<file path="src/rtl/operand_sequencer.sv">
// rtl/operand_sequencer.sv - operand/result sequencer for the A*X^2+B*X+C datapath
// Optional one-entry operand skid buffer enabled by defining SEQ_SKID_EN.
module operand_sequencer #(
  parameter int LATENCY = 10
) (
  input  logic        clk,
  input  logic        rst,
  input  logic        in_valid,
  output logic        in_ready,
  input  logic [7:0]  in_x,
  input  logic [7:0]  in_a,
  input  logic [7:0]  in_b,
  input  logic [7:0]  in_c,
  output logic [7:0]  X,
  output logic [7:0]  A,
  output logic [7:0]  B,
  output logic [7:0]  C,
  output logic        INICIO,
  input  logic [15:0] RESULT,
  output logic        res_valid,
  input  logic        res_ready,
  output logic [15:0] res_data
);

  typedef enum logic [1:0] {IDLE, START, WAIT, OUT} state_t;

  state_t      state, state_nx;
  logic [7:0]  cnt;
  logic        acc;
  logic        load_in;
  logic        load_buf;

`ifdef SEQ_SKID_EN
  logic        buf_full;
  logic        buf_fill;
  logic [31:0] buf_ops;
`endif

  always_comb begin
    state_nx  = state;
    load_in   = 1'b0;
    load_buf  = 1'b0;
    INICIO    = 1'b0;
    res_valid = 1'b0;
`ifdef SEQ_SKID_EN
    in_ready  = !buf_full;
`else
    in_ready  = (state == IDLE);
`endif
    acc = in_valid && in_ready;
    case (state)
      IDLE: begin
        if (acc) begin
          load_in  = 1'b1;
          state_nx = START;
        end
      end
      START: begin
        INICIO   = 1'b1;
        state_nx = WAIT;
      end
      WAIT: begin
        if (cnt == 8'd0) state_nx = OUT;
      end
      OUT: begin
        res_valid = 1'b1;
        if (res_ready) begin
          state_nx = IDLE;
`ifdef SEQ_SKID_EN
          // A set arriving on the handshake cycle itself bypasses the buffer.
          if (buf_full) begin
            load_buf = 1'b1;
            state_nx = START;
          end else if (acc) begin
            load_in  = 1'b1;
            state_nx = START;
          end
`endif
        end
      end
      default: state_nx = IDLE;
    endcase
`ifdef SEQ_SKID_EN
    buf_fill = acc && !load_in;
`endif
  end

  always_ff @(posedge clk) begin
    if (rst) begin
      state    <= IDLE;
      cnt      <= 8'd0;
      X        <= 8'd0;
      A        <= 8'd0;
      B        <= 8'd0;
      C        <= 8'd0;
      res_data <= 16'd0;
    end else begin
      state <= state_nx;
      // Loaded with LATENCY-1 so the zero test lands LATENCY cycles after START.
      if (state == START) begin
        cnt <= 8'(LATENCY - 1);
      end else if (state == WAIT && cnt != 8'd0) begin
        cnt <= cnt - 8'd1;
      end
      if (state == WAIT && cnt == 8'd0) res_data <= RESULT;
      if (load_in) begin
        {X, A, B, C} <= {in_x, in_a, in_b, in_c};
`ifdef SEQ_SKID_EN
      end else if (load_buf) begin
        {X, A, B, C} <= buf_ops;
`endif
      end
    end
  end

`ifdef SEQ_SKID_EN
  always_ff @(posedge clk) begin
    if (rst) begin
      buf_full <= 1'b0;
      buf_ops  <= 32'd0;
    end else if (buf_fill) begin
      buf_full <= 1'b1;
      buf_ops  <= {in_x, in_a, in_b, in_c};
    end else if (load_buf) begin
      buf_full <= 1'b0;
    end
  end
`endif

endmodule

</file>
<file path="config.mk">
export PLATFORM = sky130hd
export DESIGN_NAME = operand_sequencer
export DESIGN_NICKNAME = d
export VERILOG_FILES = /design/src/rtl/operand_sequencer.sv
export SDC_FILE = /design/constraint.sdc
export NUM_CORES = 1
export LEC_CHECK = 0
export CORE_MARGIN = 3
export CORE_UTILIZATION = 37
export CTS_CLUSTER_SIZE = 25
export DETAILED_ROUTE_END_ITERATION = 8
export PLACE_DENSITY = 0.76
export SYNTH_ARGS = -nofsm -noshare
export SYNTH_HDL_FRONTEND = slang
export SYNTH_SLANG_ARGS = --single-unit
export TNS_END_PERCENT = 5
</file>
<file path="constraint.sdc">
create_clock -name clk -period 1.74 [get_ports clk]
set_clock_uncertainty 0.05 [all_clocks]
set_input_delay 0.261 -clock clk [delete_from_list [all_inputs] [get_ports clk]]
set_output_delay 0.261 -clock clk [all_outputs]
set_load 0.03 [all_outputs]
</file>
==> summary by stage, run 1 <==
Timing
The number of endpoints with negative hold slack in the final report is 0. Based on the critical path, the design can be clocked at up to between 0.5 and 0.6 GHz. Setup repair after global routing could not meet its margin everywhere. Measured against its own limit, the worst slew margin works out to 65.0%. The share of the cycle needed by the critical path after routing is between 90% and 100%. The setup violation total in the final timing report is 0. The minimum clock period after layout is 1.69 ns. The actual slew at the worst max-slew pin is 0.512 ns. Once routing completed, OpenROAD measured the worst setup slack at 0.0508 ns. The worst hold margin is between 0.2 and 0.25 ns. The number of pins exceeding their max-slew limit in the final report was 0.

Power
The clock power share is 24.9%. The sequential share of power is 32.3%. The maximum resistive drop on vdd is 1060 uV. The share of total power dissipated in combinational logic is 42.8%. The areal power density over the cells is 1510 nW/um^2. The analysis attributes to cell leakage a power of 1.35 nW. The cell internal power dissipation is between 0.003 and 0.004 W. In this run the power spent charging and discharging nets is 0.00200 W. Net switching is 36.8% of the power.

Cells and area
Relative to the synthesized area, the layout overhead comes to 61.3%. The multi-input gate area in the final layout is 981 sq um. The post-route core utilization is 63.6%.

The layout net count is between 400 and 500. The sequential cells in the finished layout cover a total of roughly 1200 sq um. In the final layout, the share of cells above drive strength 1 is 8.25%. The number of fillers in the final layout is 525.

The number of diodes is 0.

Yosys
The count of yosys warnings during synthesis is 0. After technology mapping, the gate count stands at around 280. Counting instances in the post-synthesis netlist gives the leading cell types as sky130_fd_sc_hd__nand2_1 (99), sky130_fd_sc_hd__dfxtp_1 (58), sky130_fd_sc_hd__a21oi_1 (51). Dividing the synthesized area by the synthesized cell count gives ~8.1 sq um.

sky130_fd_sc_hd__dfxtp_1 takes more of the synthesized area than any other cell. Yosys mapped a number of flops with a built-in enable equal to 0. The synthesized design devotes to its leading area cell type 51.9% of total area. The net count after synthesis is approximately 330. In the post-synthesis netlist, the biggest area contributors are sky130_fd_sc_hd__dfxtp_1 (52%), sky130_fd_sc_hd__nand2_1 (17%), sky130_fd_sc_hd__a21oi_1 (11%). The share of async-settable or async-resettable flops after synthesis is 0%.

The most used flip-flop cell after synthesis is sky130_fd_sc_hd__dfxtp_1. Yosys instantiated no cell more often than sky130_fd_sc_hd__nand2_1. For this run, the register share of the synthesized area comes to 51.9%. Synthesis instantiated 33 different standard cells from the library. In this run, synthesis produced a sequential element count of 58. The cell area that synthesis handed to floorplanning was 2240 sq um.

Route
After detailed routing, the met2 layer carries 2770 um of wire. Once detail routing completed, the nets flagged for antenna violations numbered 0. The number of violations reported at the end of detailed-routing iteration 0 is 83. The total wire length after detailed routing is 5820 um. The sum of met3 wire segment lengths after detailed routing is 406 um. The DRC violation count after routing is 0. After detailed routing, the wire length on met1 is 2560 um.

The post-detailed-route wirelength per cell is 12.7 um. The detailed-router iteration count before antenna repair is 4. The number of vias in the routed layout is 2151.

Dividing the detail-routed via count by the number of cells gives 4.68. The highest layer used for signal routing is met4.

Setup path
The slowest stage of the critical path is the sky130_fd_sc_hd__dfxtp_1 cell. The largest driver fanout on the critical path is 4. The kind of critical path is reg -> out. The critical path goes through inv_1 > ha_1 > clkdlybuf4s15_1. The worst endpoint required time is around 1.4 ns. The arrival time of data at the critical path endpoint is 1.38 ns.

The largest stage delay on the critical path is between 0.3 and 0.4 ns. The startpoint type of the worst setup path is a flip-flop. The kind of capture point of the worst setup path is an output port.

Global route
The first-pass GRT wire length is just under 10000 um. The number of global-route vias before repair came to between 2000 and 2500. After global routing the overflow that remains totals 0. Global routing used about 17% of the available tracks across all layers. The initial antenna violation count came to 0. The maximum number of pins on one net before global-route repair is 52.

Outcome
The flow ran to the end, and the final reports show no timing, DRC or antenna violations.

Clock tree
In this run the clock root is driven by a sky130_fd_sc_hd__clkbuf_8. The H-tree was split into 3 levels. The maximum buffer depth of the clock tree is 2.

The number of clock buffers added by TritonCTS is 9. Clock tree synthesis found a total of 58 sinks. After clock tree synthesis, the flow added hold-fix buffers numbering 0. After clock tree synthesis, the clock-pin slew on the worst setup and hold paths is 0.07 ns. TritonCTS built the clock tree. The clock latency on the worst-skew pair is 0.32 ns.

Floorplan
The number of placement rows is 27. The I/O pin total is between 100 and 150. The effective utilization at floorplan is about two fifths. The overall die area is 7020 sq um. From bottom edge to top edge, the die measures 83.8 um. The core outline area is between 5000 and 6000 sq um. The horizontal die dimension is 83.8 um.

Job
The count of maximum capacitance violations is 0.

Place
The weighted congestion at the end of routability-driven global placement is 0.877. The placed wire-length estimate is 4110 um. The count of buffers inserted at the top-level ports is 102. The minimum setup slack after placement is 0.0536 ns.

Hold path
The worst hold path belongs to the class in -> reg.
metrics by stage:
| step | cell area, sq um | instances | setup TNS (ns) | power (W) |
|---|---|---|---|---|
| 4_1_cts | 3600 | 459 | 0 | 0.00547 |
| 5_1_grt | 3610 | 460 | -0.104 | 0.00580 |
| 3_5_place_dp | 3380 | 443 | 0 | 0.00411 |
| 6_report | 3610 | 460 | 0 | 0.00544 |
| 3_3_place_gp | 3380 | 443 | 0 | 0.00405 |
| 2_1_floorplan | 2240 | 275 | 0 | 0.00319 |
cell families (layout without fill, tap and decap cells):
family / after synthesis / after routing / synth area share, %
buf+inv: 24 / 137 / 4.58
mux: 1 / 1 / 0.447
xor+xnor: 3 / 3 / 1.17
flops: 58 / 58 / 51.9
simple gates: 119 / 119 / 22.4
fa+ha+maj: 7 / 7 / 3.91
compound gates: 63 / 63 / 15.7
cell type report:
| class | instances | share of cell area, % |
|---|---|---|
| sequential | 58 | 32.2 |
| timing repair buffer | 113 | 31.3 |
| multi-input combinational | 193 | 27.2 |
| clock buffer | 11 | 3.92 |
| tap | 72 | 2.49 |
| clock inverter | 5 | 2.15 |
| inverter | 8 | 0.832 |
sequential cells by signal, summed over array words and instances, names as in the netlist:
signal	flops
X	8
cnt	8
state	2
C	8
B	8
res_data	16
A	8
worst max-delay path: cells and delay by family (launching register included):
kind / cells / cell delay (ns)
flops: 1 / 0.36
buf+inv: 2 / 0.45
fa+ha+maj: 1 / 0.24
per-layer routing:
metal,track usage (%),up-vias
met5,0,-
met4,5.99,0
met3,6.12,8
met2,27.4,72
met1,20.8,956
li1,-,1115
power by group through the flow:
stage	logic, W	registers (W)	clock network, W
2_1_floorplan	0.00102	0.00217	0
3_3_place_gp	0.00228	0.00177	0
3_5_place_dp	0.00232	0.00179	0
4_1_cts	0.00232	0.00176	0.00140
5_1_grt	0.00254	0.00179	0.00147
6_report	0.00233	0.00176	0.00136
placed cells by master (no fill, tap or decap), types with 2 or more instances in the layout:
cell type / count
sky130_fd_sc_hd__clkinv_2: 2
sky130_fd_sc_hd__buf_12: 3
sky130_fd_sc_hd__bufinv_16: 2
sky130_fd_sc_hd__nand2_1: 99
sky130_fd_sc_hd__ha_1: 7
sky130_fd_sc_hd__a21oi_1: 51
sky130_fd_sc_hd__a211oi_1: 2
sky130_fd_sc_hd__nand3_1: 2
sky130_fd_sc_hd__xnor2_1: 3
sky130_fd_sc_hd__clkbuf_8: 10
sky130_fd_sc_hd__buf_4: 8
sky130_fd_sc_hd__inv_1: 8
sky130_fd_sc_hd__o21ai_0: 2
sky130_fd_sc_hd__nor2_1: 8
sky130_fd_sc_hd__dfxtp_1: 58
sky130_fd_sc_hd__clkdlybuf4s50_1: 98
worst paths after layout:
kind | start | slack, ns | depth (start not counted) | to
worst max-delay path | state[0] | 0.05 | 3 | in_ready
worst min-delay path | rst | 0.22 | 3 | state[0]
worst max register to register | cnt[0] | 0.06 | 6 | cnt[4]
worst min register to register | res_data[14] | 0.40 | 2 | res_data[14]
timing repair:
| action | in CTS | in global routing |
|---|---|---|
| setup endpoints to repair | 3 | 24 |
| buffers inserted | 0 | 1 |
| resized for setup | 5 | 2 |
Power figures use the tool's default switching activity.
==> inputs of run 2 (changes only) <==
Settings changed: GPL_ROUTABILITY_DRIVEN from default to 0, GPL_TIMING_DRIVEN from default to 0.
==> summary by stage, run 2 (synthesis results as in run 1) <==
Floorplan
The number of placement rows is 27. 103 I/O pins were placed. Measured along the x axis, the die boundary spans 83.8 um.

The die covers 7020 sq um. The core outline area is 5680 sq um. The y dimension of the die is around 84 um. Once the floorplan was initialized, standard cells occupied 39.4% of the core.

Setup path
The kind of critical path is reg -> reg. In this run the worst path has a maximum fanout of 8. The slowest stage of the critical path is the sky130_fd_sc_hd__nor3b_4 cell.

The worst register-to-register path has a depth of 8. In this run the critical register-to-register path is launched from cnt[1]. The setup check on the worst reg-to-reg path leaves a slack of -0.10 ns. STA puts the critical path data arrival time at 2.04 ns.

The worst register-to-register path ends at res_data[9]. Data on the critical path is required at its endpoint by roughly 1.9 ns. STA classifies the critical path endpoint as a flip-flop. The startpoint type of the worst setup path is a flip-flop. In this run the number of cells on the critical path is 8. The most critical setup path has its endpoint at res_data[9]. The critical path goes through inv_2 > ha_4 > nor3b_4 > and3_1 > buf_6 > buf_8 > nand2_1 > a21oi_2. In this design, the stage delay of the slowest critical-path cell is 0.43 ns. The number of buffers and inverters on the critical path is 3.

The launch point of the worst path is cnt[1]. The family with the most delay on the worst path is simple AND/OR/NAND/NOR gates.

Cells and area
The register with the highest flop count is res_data. The count of cells in the finished layout, fillers not included, comes to between 400 and 500. The layout-stage area growth over the synthesis result is 65.8%. The repair_antennas step left the layout with diodes totalling 0. The share of cells above drive strength 1 is a little over an eighth. The flip-flop count of the largest register after layout is 16.

In the final design database the tool counted between 400 and 500 nets. The top cell types in the final layout, fill and taps aside, are sky130_fd_sc_hd__nand2_1 (98), sky130_fd_sc_hd__clkdlybuf4s50_1 (98), sky130_fd_sc_hd__dfxtp_1 (56), sky130_fd_sc_hd__a21oi_1 (43), sky130_fd_sc_hd__clkbuf_8 (10).

Timing
The remaining max-slew budget at the tightest pin is 59.1%. Setup slack on the critical path of the routed design comes to -0.102 ns. The highest attainable clock frequency is 0.543 GHz. The worst path uses 106% of the clock period. The number of pins exceeding their max-slew limit in the final report was 0. The smallest clock period supported by the final layout is computed as 1.84 ns. The tightest hold path in the finished design has a slack of 0.404 ns. Setup repair after global routing could not meet its margin everywhere. For the pin with the worst max-slew slack, the measured transition is between 0.6 and 0.7 ns. The number of endpoints with negative hold slack in the final report is 0. Setup violations remaining at the end of the flow were counted as 15.

Power
Net switching is 38.6% of the power. The clock power share is 21.6%. The areal power density over the cells is 1490 nW/um^2. The part of the total power dissipated in combinational logic is approximately 46%. The sequential share of power is about a third. The maximum resistive drop on vdd is ~960 uV. The internal power of the cells totals ~0.0034 W. For this design the static power due to leakage is 1.39 nW.

The reported net switching power is between 0.002 and 0.0025 W.

Route
Wires add up to 6420 um. The number of vias in the routed layout is 2263. The DRC violation count after routing is 0. The detailed-router iteration count before antenna repair is 4. Dividing the detail-routed wire length by the instance count gives 13.6 um. The final antenna-violating net count is 0. The first routing iteration left 62 violations.

The via density per instance is 4.78.

Clock tree
Clock latency on the worst-skew pair, taken at its later pin, is 0.33 ns. The clock slew at the register clock pins of the worst setup and hold paths is 0.07 ns. The H-tree level count is 3. The clock sink total is 58. The tree is rooted in a sky130_fd_sc_hd__clkbuf_8. TritonCTS created 9 clock buffers. The TritonCTS clock tree is yes. The maximum buffer depth of the clock tree is 2. Hold repair after CTS inserted 0 buffers.

Global route
In the global route stage, overall resource usage came out at 16.9%. The initial antenna violation count is 0. The number of global-route vias before repair is just over 2000. The maximum number of pins on one net before global-route repair is 11. The first-pass GRT wire length is 9680 um. The total congestion overflow after global routing is 0.

Hold path
In this run the most critical hold path is launched from res_data[5]. The kind of path behind the tightest hold check is reg -> reg.

Outcome
The flow ran to the end, but the final reports show violations. The checks that failed: setup timing.

Place
The count of buffers added on input and output ports is approximately 100. Once detailed placement completed, the half-perimeter wirelength came to 4310 um. After detailed placement, the design holds a cell count of 448.

Job
The count of maximum capacitance violations is 0.
## run 2: changes by cell type in the layout (fill, tap and decap cells not counted), sizes merged
cell,previous run,this run
clkdlybuf4s15,1,0
clkinvlp,1,0
bufinv,2,1
clkbuf,12,28
## run 2: how the worst min path moves through the flow
| stage | end | slack [ns] | cells past startpoint |
|---|---|---|---|
| 6_report | res_data[5] | 0.40 | 2 |
| 5_1_grt | res_data[12] | 0.42 | 2 |
| 4_1_cts | cnt[3] | 0.40 | 3 |
| 3_5_place_dp | res_data[12] | 0.40 | 2 |
| 3_3_place_gp | res_data[4] | 0.39 | 2 |
| 2_1_floorplan | res_data[0] | 0.35 | 2 |
## run 2: cell type report
type | count | area, sq um
fill | 483 | 1960
sequential | 58 | 1170
timing repair buffer | 111 | 1090
multi-input combinational | 193 | 1050
clock buffer | 12 | 145
buffer | 16 | 91.3
tap | 72 | 90.1
clock inverter | 3 | 40.0
inverter | 8 | 32.5
## run 2: per-layer routing
| layer | global-route usage, % | part of all wire (%) | vias to the layer above |
|---|---|---|---|
| li1 | - | - | 1147 |
| met4 | 6.29 | 1.7 | 0 |
| met2 | 27.1 | 49 | 77 |
| met1 | 20.7 | 43 | 1027 |
| met3 | 6.12 | 6.4 | 12 |
| met5 | 0 | 0 | - |
## run 2: power groups by stage
stage / clock network [W] / logic, W / registers (W)
global route: 0.00128 / 0.00276 / 0.00181
floorplan: 0 / 0.00102 / 0.00217
finish: 0.00119 / 0.00255 / 0.00178
CTS: 0.00121 / 0.00224 / 0.00178
detailed placement: 0 / 0.00220 / 0.00180
global placement: 0 / 0.00217 / 0.00178
## run 2: worst reg2reg max path, cell delays in order, from the launching register on
cell and delay [ns]:
sky130_fd_sc_hd__dfxtp_2 0.34, sky130_fd_sc_hd__inv_2 0.08, sky130_fd_sc_hd__ha_4 0.14, sky130_fd_sc_hd__nor3b_4 0.43, sky130_fd_sc_hd__and3_1 0.25, sky130_fd_sc_hd__buf_6 0.14
sky130_fd_sc_hd__buf_8 0.12, sky130_fd_sc_hd__nand2_1 0.08, sky130_fd_sc_hd__a21oi_2 0.14
## run 2: what timing repair did
item	4_1_cts	5_1_grt
gates cloned	0	1
resized for setup	14	31
pin swaps	1	4
endpoints found under the setup margin	46	44
hold endpoints to repair	0	0
setup buffers	0	9
## run 2: stage by stage
step	power, W	worst slack (ns)	setup TNS, ns	utilization, %	instance area, sq um
2_1_floorplan	0.00319	0.0528	0	-	2240
3_3_place_gp	0.00396	-0.192	-4.86	58.8	3340
3_5_place_dp	0.00400	-0.196	-5.27	58.8	3340
4_1_cts	0.00523	-0.0138	-0.0138	62.5	3550
5_1_grt	0.00586	-0.194	-1.90	65.4	3710
6_report	0.00553	-0.102	-0.630	65.4	3710
